## src/rtl/moore_seq_gen_if.sv

```systemverilog
// moore_seq_gen_if -- control and status bundle for moore_seq_gen.
//
// Parameters:
//   NUM_STATES : number of sequence states (2..16)
//   OUT_W      : width of the per-state output word (1..16)
//
// Signals (direction as seen by the generator, i.e. the slave modport):
//   en          in   advance the sequence by one step
//   mode        in   0 free-run, 1 one-shot, 2 ping-pong, 3 same as 0
//   dir         in   0 up, 1 down (modes 0/1)
//   load        in   force the state to load_state
//   load_state  in   target state for load
//   wr_en       in   output-table write strobe
//   wr_addr     in   output-table write address
//   wr_data     in   output-table write data
//   state_out   out  current state index
//   out         out  output word of the current state
//   wrap        out  one-cycle pulse on a sequence boundary
//   done        out  one-shot terminal state reached
interface moore_seq_gen_if #(
  parameter int NUM_STATES = 4,
  parameter int OUT_W      = 1
);
  localparam int STATE_W = $clog2(NUM_STATES);

  logic               en;
  logic [1:0]         mode;
  logic               dir;
  logic               load;
  logic [STATE_W-1:0] load_state;
  logic               wr_en;
  logic [STATE_W-1:0] wr_addr;
  logic [OUT_W-1:0]   wr_data;
  logic [STATE_W-1:0] state_out;
  logic [OUT_W-1:0]   out;
  logic               wrap;
  logic               done;

  modport master (
    output en, mode, dir, load, load_state, wr_en, wr_addr, wr_data,
    input  state_out, out, wrap, done
  );

  modport slave (
    input  en, mode, dir, load, load_state, wr_en, wr_addr, wr_data,
    output state_out, out, wrap, done
  );
endinterface

```

## src/rtl/moore_seq_gen.sv

```systemverilog
// moore_seq_gen -- programmable Moore sequence generator.
//
// Steps through NUM_STATES states in free-run, one-shot or ping-pong order
// and presents a per-state output word from a small lookup table. All
// outputs are registered; out always equals table[state_out].
//
// Build option: define MOORE_SEQ_TABLE_WR_EN to make the output table
// writable through wr_en/wr_addr/wr_data. Without it the table is the
// constant pattern entry[i] = i (truncated/zero-extended to OUT_W) and the
// write port is ignored.
//
// Ports:
//   clk  : clock, rising edge
//   rst  : asynchronous active-high reset
//   bus  : moore_seq_gen_if.slave (controls, table write port, status)
module moore_seq_gen #(
  parameter int NUM_STATES = 4,
  parameter int OUT_W      = 1
) (
  input  logic           clk,
  input  logic           rst,
  moore_seq_gen_if.slave bus
);
  localparam int STATE_W = $clog2(NUM_STATES);
  localparam logic [STATE_W-1:0] ZERO_S = STATE_W'(32'd0);
  localparam logic [STATE_W-1:0] ONE_S  = STATE_W'(32'd1);
  localparam logic [STATE_W-1:0] LAST_S = STATE_W'(NUM_STATES - 1);

  // Reset-time table contents: entry i holds i truncated/zero-extended.
  function automatic logic [OUT_W-1:0] init_entry(input logic [STATE_W-1:0] idx);
    return OUT_W'(idx);
  endfunction

  // True when an index addresses a real state (matters for non-power-of-two).
  function automatic logic state_valid(input logic [STATE_W-1:0] idx);
    return (32'(idx) < 32'(NUM_STATES));
  endfunction

  logic [STATE_W-1:0] state_r;
  logic [OUT_W-1:0]   out_r;
  logic               wrap_r;
  logic               done_r;
  logic               pp_down_r;

  logic [STATE_W-1:0] cur_s;
  logic [STATE_W-1:0] state_n_s;
  logic [STATE_W-1:0] term_s;
  logic               wrap_n_s;
  logic               done_n_s;
  logic               done_d_s;
  logic               pp_down_n_s;
  logic               down_s;
  logic [OUT_W-1:0]   tbl_s;
  logic               wr_ok_s;

  assign wr_ok_s = bus.wr_en & state_valid(bus.wr_addr);

  // Next-state, boundary pulse, one-shot flag and ping-pong direction.
  always_comb begin
    // Any out-of-range value is treated as state 0 so the sequence recovers.
    if (state_valid(state_r)) begin
      cur_s = state_r;
    end else begin
      cur_s = ZERO_S;
    end
    state_n_s   = cur_s;
    wrap_n_s    = 1'b0;
    done_n_s    = done_r;
    pp_down_n_s = pp_down_r;
    down_s      = pp_down_r;
    term_s      = bus.dir ? ZERO_S : LAST_S;

    if (bus.load) begin
      if (state_valid(bus.load_state)) begin
        state_n_s = bus.load_state;
      end else begin
        state_n_s = ZERO_S;
      end
      done_n_s    = 1'b0;
      pp_down_n_s = 1'b0;
    end else if (bus.en) begin
      case (bus.mode)
        2'd1: begin
          if (done_r) begin
            // Terminal reached: further steps are ignored until load/mode change.
            state_n_s = cur_s;
          end else if (cur_s == term_s) begin
            // Started at the terminal: flag it without moving.
            done_n_s = 1'b1;
            wrap_n_s = 1'b1;
          end else begin
            state_n_s = bus.dir ? (cur_s - ONE_S) : (cur_s + ONE_S);
            if (state_n_s == term_s) begin
              done_n_s = 1'b1;
              wrap_n_s = 1'b1;
            end else begin
              done_n_s = 1'b0;
            end
          end
        end
        2'd2: begin
          // Turn around at the ends so no end state is repeated, even after a load.
          if (cur_s == LAST_S) begin
            down_s = 1'b1;
          end else if (cur_s == ZERO_S) begin
            down_s = 1'b0;
          end else begin
            down_s = pp_down_r;
          end
          state_n_s = down_s ? (cur_s - ONE_S) : (cur_s + ONE_S);
          wrap_n_s  = (state_n_s == LAST_S) || (state_n_s == ZERO_S);
          if (state_n_s == LAST_S) begin
            pp_down_n_s = 1'b1;
          end else if (state_n_s == ZERO_S) begin
            pp_down_n_s = 1'b0;
          end else begin
            pp_down_n_s = down_s;
          end
        end
        default: begin
          // Modes 0 and 3: modulo counter in the requested direction.
          if (bus.dir) begin
            state_n_s = (cur_s == ZERO_S) ? LAST_S : (cur_s - ONE_S);
            wrap_n_s  = (cur_s == ZERO_S);
          end else begin
            state_n_s = (cur_s == LAST_S) ? ZERO_S : (cur_s + ONE_S);
            wrap_n_s  = (cur_s == LAST_S);
          end
        end
      endcase
    end else begin
      state_n_s = cur_s;
    end
  end

  // done only survives while the one-shot mode stays selected.
  assign done_d_s = done_n_s & (bus.mode == 2'd1);

`ifdef MOORE_SEQ_TABLE_WR_EN
  logic [OUT_W-1:0] table_r [NUM_STATES];

  // Writable output table, restored to its default pattern on reset.
  always_ff @(posedge clk or posedge rst) begin
    if (rst) begin
      for (int i = 0; i < NUM_STATES; i++) begin
        table_r[i] <= init_entry(STATE_W'(i));
      end
    end else if (wr_ok_s) begin
      table_r[bus.wr_addr] <= bus.wr_data;
    end
  end

  // Table read for the next state; a same-edge write to that entry wins.
  always_comb begin
    if (wr_ok_s && (bus.wr_addr == state_n_s)) begin
      tbl_s = bus.wr_data;
    end else begin
      tbl_s = table_r[state_n_s];
    end
  end
`else
  logic unused_wr_s;

  assign unused_wr_s = ^{wr_ok_s, bus.wr_addr, bus.wr_data};

  // Fixed output table.
  always_comb begin
    tbl_s = init_entry(state_n_s);
  end
`endif

  // State and output registers.
  always_ff @(posedge clk or posedge rst) begin
    if (rst) begin
      state_r   <= ZERO_S;
      out_r     <= init_entry(ZERO_S);
      wrap_r    <= 1'b0;
      done_r    <= 1'b0;
      pp_down_r <= 1'b0;
    end else begin
      state_r   <= state_n_s;
      out_r     <= tbl_s;
      wrap_r    <= wrap_n_s;
      done_r    <= done_d_s;
      pp_down_r <= pp_down_n_s;
    end
  end

  assign bus.state_out = state_r;
  assign bus.out       = out_r;
  assign bus.wrap      = wrap_r;
  assign bus.done      = done_r;
endmodule

```

## src/flat_wrapper.sv

```systemverilog
// flat-port wrapper written by rule: the top's interface ports become plain ports
module moore_seq_gen_flat 
#(
  parameter int NUM_STATES = 4,
  parameter int OUT_W      = 1
)
  (clk, rst, bus_en, bus_mode, bus_dir, bus_load, bus_load_state, bus_wr_en, bus_wr_addr, bus_wr_data, bus_state_out, bus_out, bus_wrap, bus_done);
  moore_seq_gen_if #(.NUM_STATES(NUM_STATES), .OUT_W(OUT_W)) bus_i ();
  input  logic clk;
  input  logic rst;
  input wire logic [$bits(bus_i.en)-1:0] bus_en;
  input wire logic [$bits(bus_i.mode)-1:0] bus_mode;
  input wire logic [$bits(bus_i.dir)-1:0] bus_dir;
  input wire logic [$bits(bus_i.load)-1:0] bus_load;
  input wire logic [$bits(bus_i.load_state)-1:0] bus_load_state;
  input wire logic [$bits(bus_i.wr_en)-1:0] bus_wr_en;
  input wire logic [$bits(bus_i.wr_addr)-1:0] bus_wr_addr;
  input wire logic [$bits(bus_i.wr_data)-1:0] bus_wr_data;
  output wire logic [$bits(bus_i.state_out)-1:0] bus_state_out;
  output wire logic [$bits(bus_i.out)-1:0] bus_out;
  output wire logic [$bits(bus_i.wrap)-1:0] bus_wrap;
  output wire logic [$bits(bus_i.done)-1:0] bus_done;
  assign bus_i.en = bus_en;
  assign bus_i.mode = bus_mode;
  assign bus_i.dir = bus_dir;
  assign bus_i.load = bus_load;
  assign bus_i.load_state = bus_load_state;
  assign bus_i.wr_en = bus_wr_en;
  assign bus_i.wr_addr = bus_wr_addr;
  assign bus_i.wr_data = bus_wr_data;
  assign bus_state_out = bus_i.state_out;
  assign bus_out = bus_i.out;
  assign bus_wrap = bus_i.wrap;
  assign bus_done = bus_i.done;
  moore_seq_gen #(.NUM_STATES(NUM_STATES), .OUT_W(OUT_W)) u_core (.clk(clk), .rst(rst), .bus(bus_i));
endmodule
```

## config.mk

```make
export PLATFORM = sky130hd
export DESIGN_NAME = moore_seq_gen_flat
export DESIGN_NICKNAME = d
export VERILOG_FILES = /design/src/rtl/moore_seq_gen_if.sv /design/src/rtl/moore_seq_gen.sv /design/src/flat_wrapper.sv
export SDC_FILE = /design/constraint.sdc
export NUM_CORES = 1
export LEC_CHECK = 0
export CAP_MARGIN = 20
export CORE_AREA = 3 3 40 42
export CTS_CLUSTER_DIAMETER = 60
export CTS_CLUSTER_SIZE = 20
export DETAILED_ROUTE_END_ITERATION = 7
export DIE_AREA = 0 0 43 45
export DONT_BUFFER_PORTS = 1
export HOLD_SLACK_MARGIN = 0.1
export PLACE_DENSITY_LB_ADDON = 0.3
export SYNTH_ARGS = -nofsm -noshare
export SYNTH_HDL_FRONTEND = slang
export SYNTH_SLANG_ARGS = --single-unit
export TNS_END_PERCENT = 20
```

## constraint.sdc

```tcl
create_clock -name clk -period 5.6 [get_ports clk]
set_clock_uncertainty 0.1 [all_clocks]
set_input_delay 1.12 -clock clk [delete_from_list [all_inputs] [get_ports clk]]
set_output_delay 1.12 -clock clk [all_outputs]
set_load 0.1 [all_outputs]
```

==> out/results.tsv, run 1 <==
metric	value	unit
Synth cell types	26	
sw frac	45.9	%
R2R depth	8	
clock sinks	5	
Die X	43	um
flops & latches, synth	5	
f_max	0.303	GHz
Worst EP arrival	3.36	ns
Core ar.	1280	um2
Starting Density	42.0	%
Mapped Area	539	um2
full die area	1940	um2
TritonCTS clock tree	built	
Crit path max-delay family	flip-flops	
RSZ-0062 raised after global routing	no	
largest net degree at the start of global routing	10	
TritonCTS buffer count	3	
Leak Pwr	0.243	nW
layout cells sized above 1	13.1	%
grt ovf	0	
fraction of registers with async set/reset	100	%
global-route wire length before repair	1.69	mm
residual DRC count	0	
GRT Overall Usage	12.1	%
CP endpoint kind	flip-flop	
Sw Pwr	75.5	uW
Warnings, synthesis	0	
Synth area leaders	dfrtp_1 (23%), ha_1 (19%), inv_1 (4.9%)	
Initial DRT Pass Iterations	4	
post-cts sizing count	0	
CP dominant cell by count	ha_1	
clk buf depth	2	
Initial DRC Count	17	
CTS Root Cell	clkbuf_4	
Worst setup SP type	flip-flop	
Max rail drop VDD	187	uV
maximum capacitance violations	0	
Final Max Slew Viols	0	
reg2reg start	u_core.bus.state_out[0]	
Tcrit/Tclk final	59.0	%
CP Buf/Inv Count	1	
Via-to-Cell Ratio	5.66	
internal power	89.0	uW
number of placement rows	13	
net count after synthesis	81	
sequential area share after synthesis	23.2	%
Final ANT Viol Nets	0	
r2r setup slk	2.30	ns
WHS Path Cells	2	
# Post-CTS Setup Buffers	0	
H-tree depth	1	
hold_sp	u_core.pp_down_r	
synth cell count leaders	ha_1 (8), inv_1 (7), a21oi_1 (5), dfrtp_1 (5), nor2_1 (5)	
final hold viol count	0	
synthesized area per cell	8.99	um2
Area Growth Syn to Fin	4.18	%
worst min path class	reg2reg	
# hold bufs at CTS	0	
vias in the first global route	381	
status	completed	
Via Count	430	
Crit Path Max Fanout	8	
most common cell in the synthesized netlist	ha_1	
top sig layer	met3	
Worst slew margin	26.2	%
Cell Pwr Density	293	nW/um2
slowest stage cell, crit path	dfrtp_2	
GPL Wtd Cong	0.726	
height of the die	45	um
crit-path max cell delay	1.03	ns
Seq pwr share	44.1	%
Crit path depth	8	
Synth Instances	60	
wl on met1	505	um
Setup CP Type	reg2reg	
CTS clk-pin slew, worst paths	0.04	ns
Worst EP required	5.66	ns
Most used DFF post-synth	dfrtp_1	
Clk pwr share	25.1	%
Avg WL per Cell	14.4	um
met2 WL post-DR	521	um
critical path, cell by cell	inv_1 > ha_1 > or3_1 > and2_1 > ha_1 > nor3b_1 > o21ai_0 > a21oi_1	
CP startpoint	u_core.bus.state_out[0]	
met3 routed WL	67	um
worst skew pair latency	0.24	ns
I/O Pins	18	
initial antenna violation count	0	
measured slew at the worst slew-check pin	1.11	ns
Setup TNS	0	ns
n_diodes	0	
Gate power share	30.9	%
post-synth top area cell	dfrtp_1	
Period minus WS final	3.30	ns
Setup Viol. Count Final	0	
IO buf count	0	
Synth top area share	23.2	%
HPWL Detailed	839	um
Post-synth EDFFs	0	
utilization after layout	43.7	%
routed wire length	1.09	mm
nets	83	
-- cells by family after synthesis --
logic type / synth area share (%)
simple gates: 19.5
flops: 23.2
xor+xnor: 3.02
fa+ha+maj: 18.6
buf+inv: 9.28
mux: 1.86
compound gates: 24.6
-- registers in the layout, summed over array words and instances (netlist names) --
name / cells
u_core.pp_down_r: 1
u_core.bus.wrap: 1
u_core.bus.done: 1
u_core.bus.state_out: 2
-- cell usage in the layout (no fill, tap or decap), types with 3 or more instances in the layout --
cell / Yosys / routed
nor2_1: 5 / 5
a21oi_1: 5 / 5
a211oi_1: 3 / 3
clkbuf_4: 0 / 3
inv_1: 7 / 7
ha_1: 8 / 8
dfrtp_1: 5 / 4
nor2b_1: 3 / 3
nor3b_1: 3 / 3
-- path summary, 6_finish.rpt --
check                                     endpoint
max                                u_core.bus.wrap
min                               u_core.pp_down_r
max reg2reg                        u_core.bus.wrap
min reg2reg                       u_core.pp_down_r
max in group asynchronous  u_core.bus.state_out[0]
min in group asynchronous  u_core.bus.state_out[1]
-- worst register-to-register path: stages (launching register included) --
cell     delay [ns]
dfrtp_2        1.03
inv_1          0.37
ha_1           0.45
or3_1          0.38
and2_1         0.17
ha_1           0.27
nor3b_1        0.16
o21ai_0        0.14
a21oi_1        0.15
-- through the flow --
stage	cells	instance area (um2)	total power, mW	setup WS (ns)	hold WS [ns]
floorplan	60	539	0.117	2.60	0.450
detailed placement	72	536	0.124	2.29	0.471
CTS	76	562	0.166	2.29	0.473
global placement	72	536	0.123	2.32	0.474
finish	76	562	0.164	2.30	0.475
global route	76	562	0.176	2.13	0.509
-- power groups by stage --
stage          Sequential (mW)  Clock (mW)  Combinational, mW
2_1_floorplan           0.0642           0             0.0529
3_5_place_dp            0.0734           0             0.0504
4_1_cts                 0.0729      0.0423             0.0507
6_report                0.0725      0.0412             0.0507
3_3_place_gp            0.0732           0             0.0496
5_1_grt                 0.0733      0.0456             0.0573
-- per-layer routing --
metal  track usage [%]  up-vias
met3              7.17        0
met1              15.4      197
li1                  -      221
met4              3.61        0
met5                 0        -
met2              17.4       12
-- layout make-up --
cell class / instances / area (um2)
fillers: 134 / 723
multi-input cells: 45 / 364
flip-flops and latches: 5 / 126
clock buffers: 4 / 26.3
inverters: 7 / 26.3
well taps: 15 / 18.8
No activity file was read; power rests on OpenSTA's default activity.
==> run 2: changes to the inputs <==
==> constraint.sdc (replaced) <==
create_clock -name clk -period 2.93 [get_ports clk]
set_clock_uncertainty 0.1 [all_clocks]
set_input_delay 0.586 -clock clk [delete_from_list [all_inputs] [get_ports clk]]
set_output_delay 0.586 -clock clk [all_outputs]
set_load 0.1 [all_outputs]
==> out/results.tsv, run 2 (synthesized netlist as in run 1, its figures left out) <==
metric	value	unit	change
status	completed		
grt ovf	0		unchanged
Final Max Slew Viols	0		unchanged
Core ar.	1280	um2	unchanged
routed wire length	1.14	mm	+4.2%
GPL Wtd Cong	0.790		+8.9%
post-cts sizing count	0		unchanged
Initial DRT Pass Iterations	2		-2
global-route wire length before repair	1.90	mm	+13%
HPWL Detailed	903	um	+7.5%
TritonCTS clock tree	built		
R2R depth	8		unchanged
n_diodes	0		unchanged
reg2reg start	u_core.bus.state_out[1]		
Area Growth Syn to Fin	11.6	%	
critical path, cell by cell	inv_1 > ha_1 > or3_1 > and2_1 > ha_1 > nor3b_1 > o21ai_0 > a21oi_1		
worst skew pair latency	0.24	ns	about the same
Worst setup SP type	flip-flop		
TritonCTS buffer count	3		unchanged
Die X	43	um	unchanged
maximum capacitance violations	0		unchanged
Initial DRC Count	2		-15
hold_sp	bus_load		
clk buf depth	2		unchanged
Crit Path Max Fanout	6		-2
Max rail drop VDD	278	uV	+49%
Leak Pwr	0.268	nW	+9.9%
Multi-input gate area	364	um2	unchanged
measured slew at the worst slew-check pin	0.868	ns	-0.239 ns
Worst EP arrival	2.47	ns	-0.89 ns
Via Count	442		+2.8%
IO buf count	0		unchanged
Starting Density	42.0	%	unchanged
full die area	1940	um2	unchanged
CTS Root Cell	clkbuf_4		
leading cell type in the layout, fill and taps excluded	ha_1		
worst min path class	in2reg		
height of the die	45	um	unchanged
Final ANT Viol Nets	0		unchanged
vias in the first global route	437		+15%
Crit path depth	8		unchanged
Setup CP Type	reg2reg		
number of fill cells	129		-3.7%
layout cells sized above 1	18.2	%	+5.1 points
number of placement rows	13		unchanged
max reg flops	2		unchanged
r2r setup slk	0.51	ns	-1.79 ns
CP endpoint kind	flip-flop		
most frequent cells in the layout	ha_1 (8), inv_1 (7), a21oi_1 (5), nor2_1 (5)		
f_max	0.413	GHz	+36%
Worst slew margin	42.2	%	+16 points
Cell Pwr Density	541	nW/um2	+85%
largest net degree at the start of global routing	10		unchanged
Setup Viol. Count Final	0		unchanged
CP startpoint	u_core.bus.state_out[1]		
Period minus WS final	2.42	ns	-0.883 ns
CTS clk-pin slew, worst paths	0.05	ns	about the same
WHS Path Cells	1		-1
RSZ-0062 raised after global routing	no		
Tcrit/Tclk final	82.6	%	+24 points
Avg WL per Cell	14.1	um	-2.2%
Worst EP required	2.98	ns	-2.68 ns
Register Area	126	um2	unchanged
I/O Pins	18		unchanged
# Post-CTS Setup Buffers	0		unchanged
Crit path max-delay family	simple AND/OR/NAND/NOR gates		
endpoint of the worst-slack reg-to-reg timing path	u_core.bus.wrap		
CP Buf/Inv Count	1		unchanged
crit-path max cell delay	0.50	ns	-0.53 ns
H-tree depth	1		unchanged
final hold viol count	0		unchanged
Setup TNS	0	ns	unchanged
clock sinks	5		unchanged
CP dominant cell by count	ha_1		
Via-to-Cell Ratio	5.46		-3.6%
initial antenna violation count	0		unchanged
final hold slack	0.310	ns	-0.165 ns
residual DRC count	0		unchanged
GRT Overall Usage	13.0	%	+0.91 points
Hold EP	u_core.pp_down_r		
slowest stage cell, crit path	dfrtp_1		
nets	88		+6.0%
## run 2: cell types whose count changed in the layout (fill, tap and decap cells not counted)
cell,before,now
buf_4,0,4
dlygate4sd3_1,0,1
## run 2: layout make-up
| class | instances | share of cell area, % |
|---|---|---|
| Tap cell | 15 | 3.12 |
| Multi-Input combinational cell | 45 | 60.5 |
| Clock buffer | 4 | 4.37 |
| Timing Repair Buffer | 5 | 6.65 |
| Inverter | 7 | 4.37 |
| Sequential cell | 5 | 21.0 |
## run 2: repair_timing
item | in CTS | in global routing
hold endpoints to repair | 5 | 0
endpoints found under the setup margin | 0 | 0
hold buffers | 1 | 0
## run 2: worst max path at each step
| stage | to |
|---|---|
| after global placement | u_core.bus.wrap |
| after global routing | u_core.bus.wrap |
| final | u_core.bus.wrap |
| after CTS | u_core.bus.wrap |
| after floorplan | u_core.bus.wrap |
| after detailed placement | u_core.bus.wrap |
## run 2: power by group
| part | internal, mW | switching [mW] |
|---|---|---|
| combinational | 0.0525 | 0.105 |
| clock | 0.0514 | 0.0272 |
| sequential | 0.0755 | 0.0144 |
| total | 0.179 | 0.146 |
## run 2: layer usage
layer / track usage (%) / vias to the layer above / wire [um]
met3: 6.37 / 0 / 46
met2: 21.3 / 8 / 561
li1: - / 229 / -
met5: 0 / - / 0
met1: 16.8 / 205 / 531
met4: 0 / 0 / 0
## run 2: metrics by stage
| step | util [%] | area [um2] | total power, mW | worst slack (ns) | std cells |
|---|---|---|---|---|---|
| 6_report | 46.8 | 602 | 0.326 | 0.508 | 81 |
| 5_1_grt | 46.8 | 602 | 0.351 | 0.359 | 81 |
| 3_3_place_gp | 44.0 | 566 | 0.245 | 0.569 | 76 |
| 4_1_cts | 46.8 | 602 | 0.330 | 0.492 | 81 |
| 3_5_place_dp | 44.0 | 566 | 0.247 | 0.534 | 76 |
| 2_1_floorplan | - | 541 | 0.224 | 0.122 | 60 |
## run 2: worst register-to-register path, delay by kind of cell, from the launching register on
kind / cells / cell delay, ns
AOI/OAI and AO/OA: 2 / 0.29
adders and majority gates: 2 / 0.63
and+or+nand+nor: 3 / 0.71
buffers and inverters: 1 / 0.11
DFF: 1 / 0.50
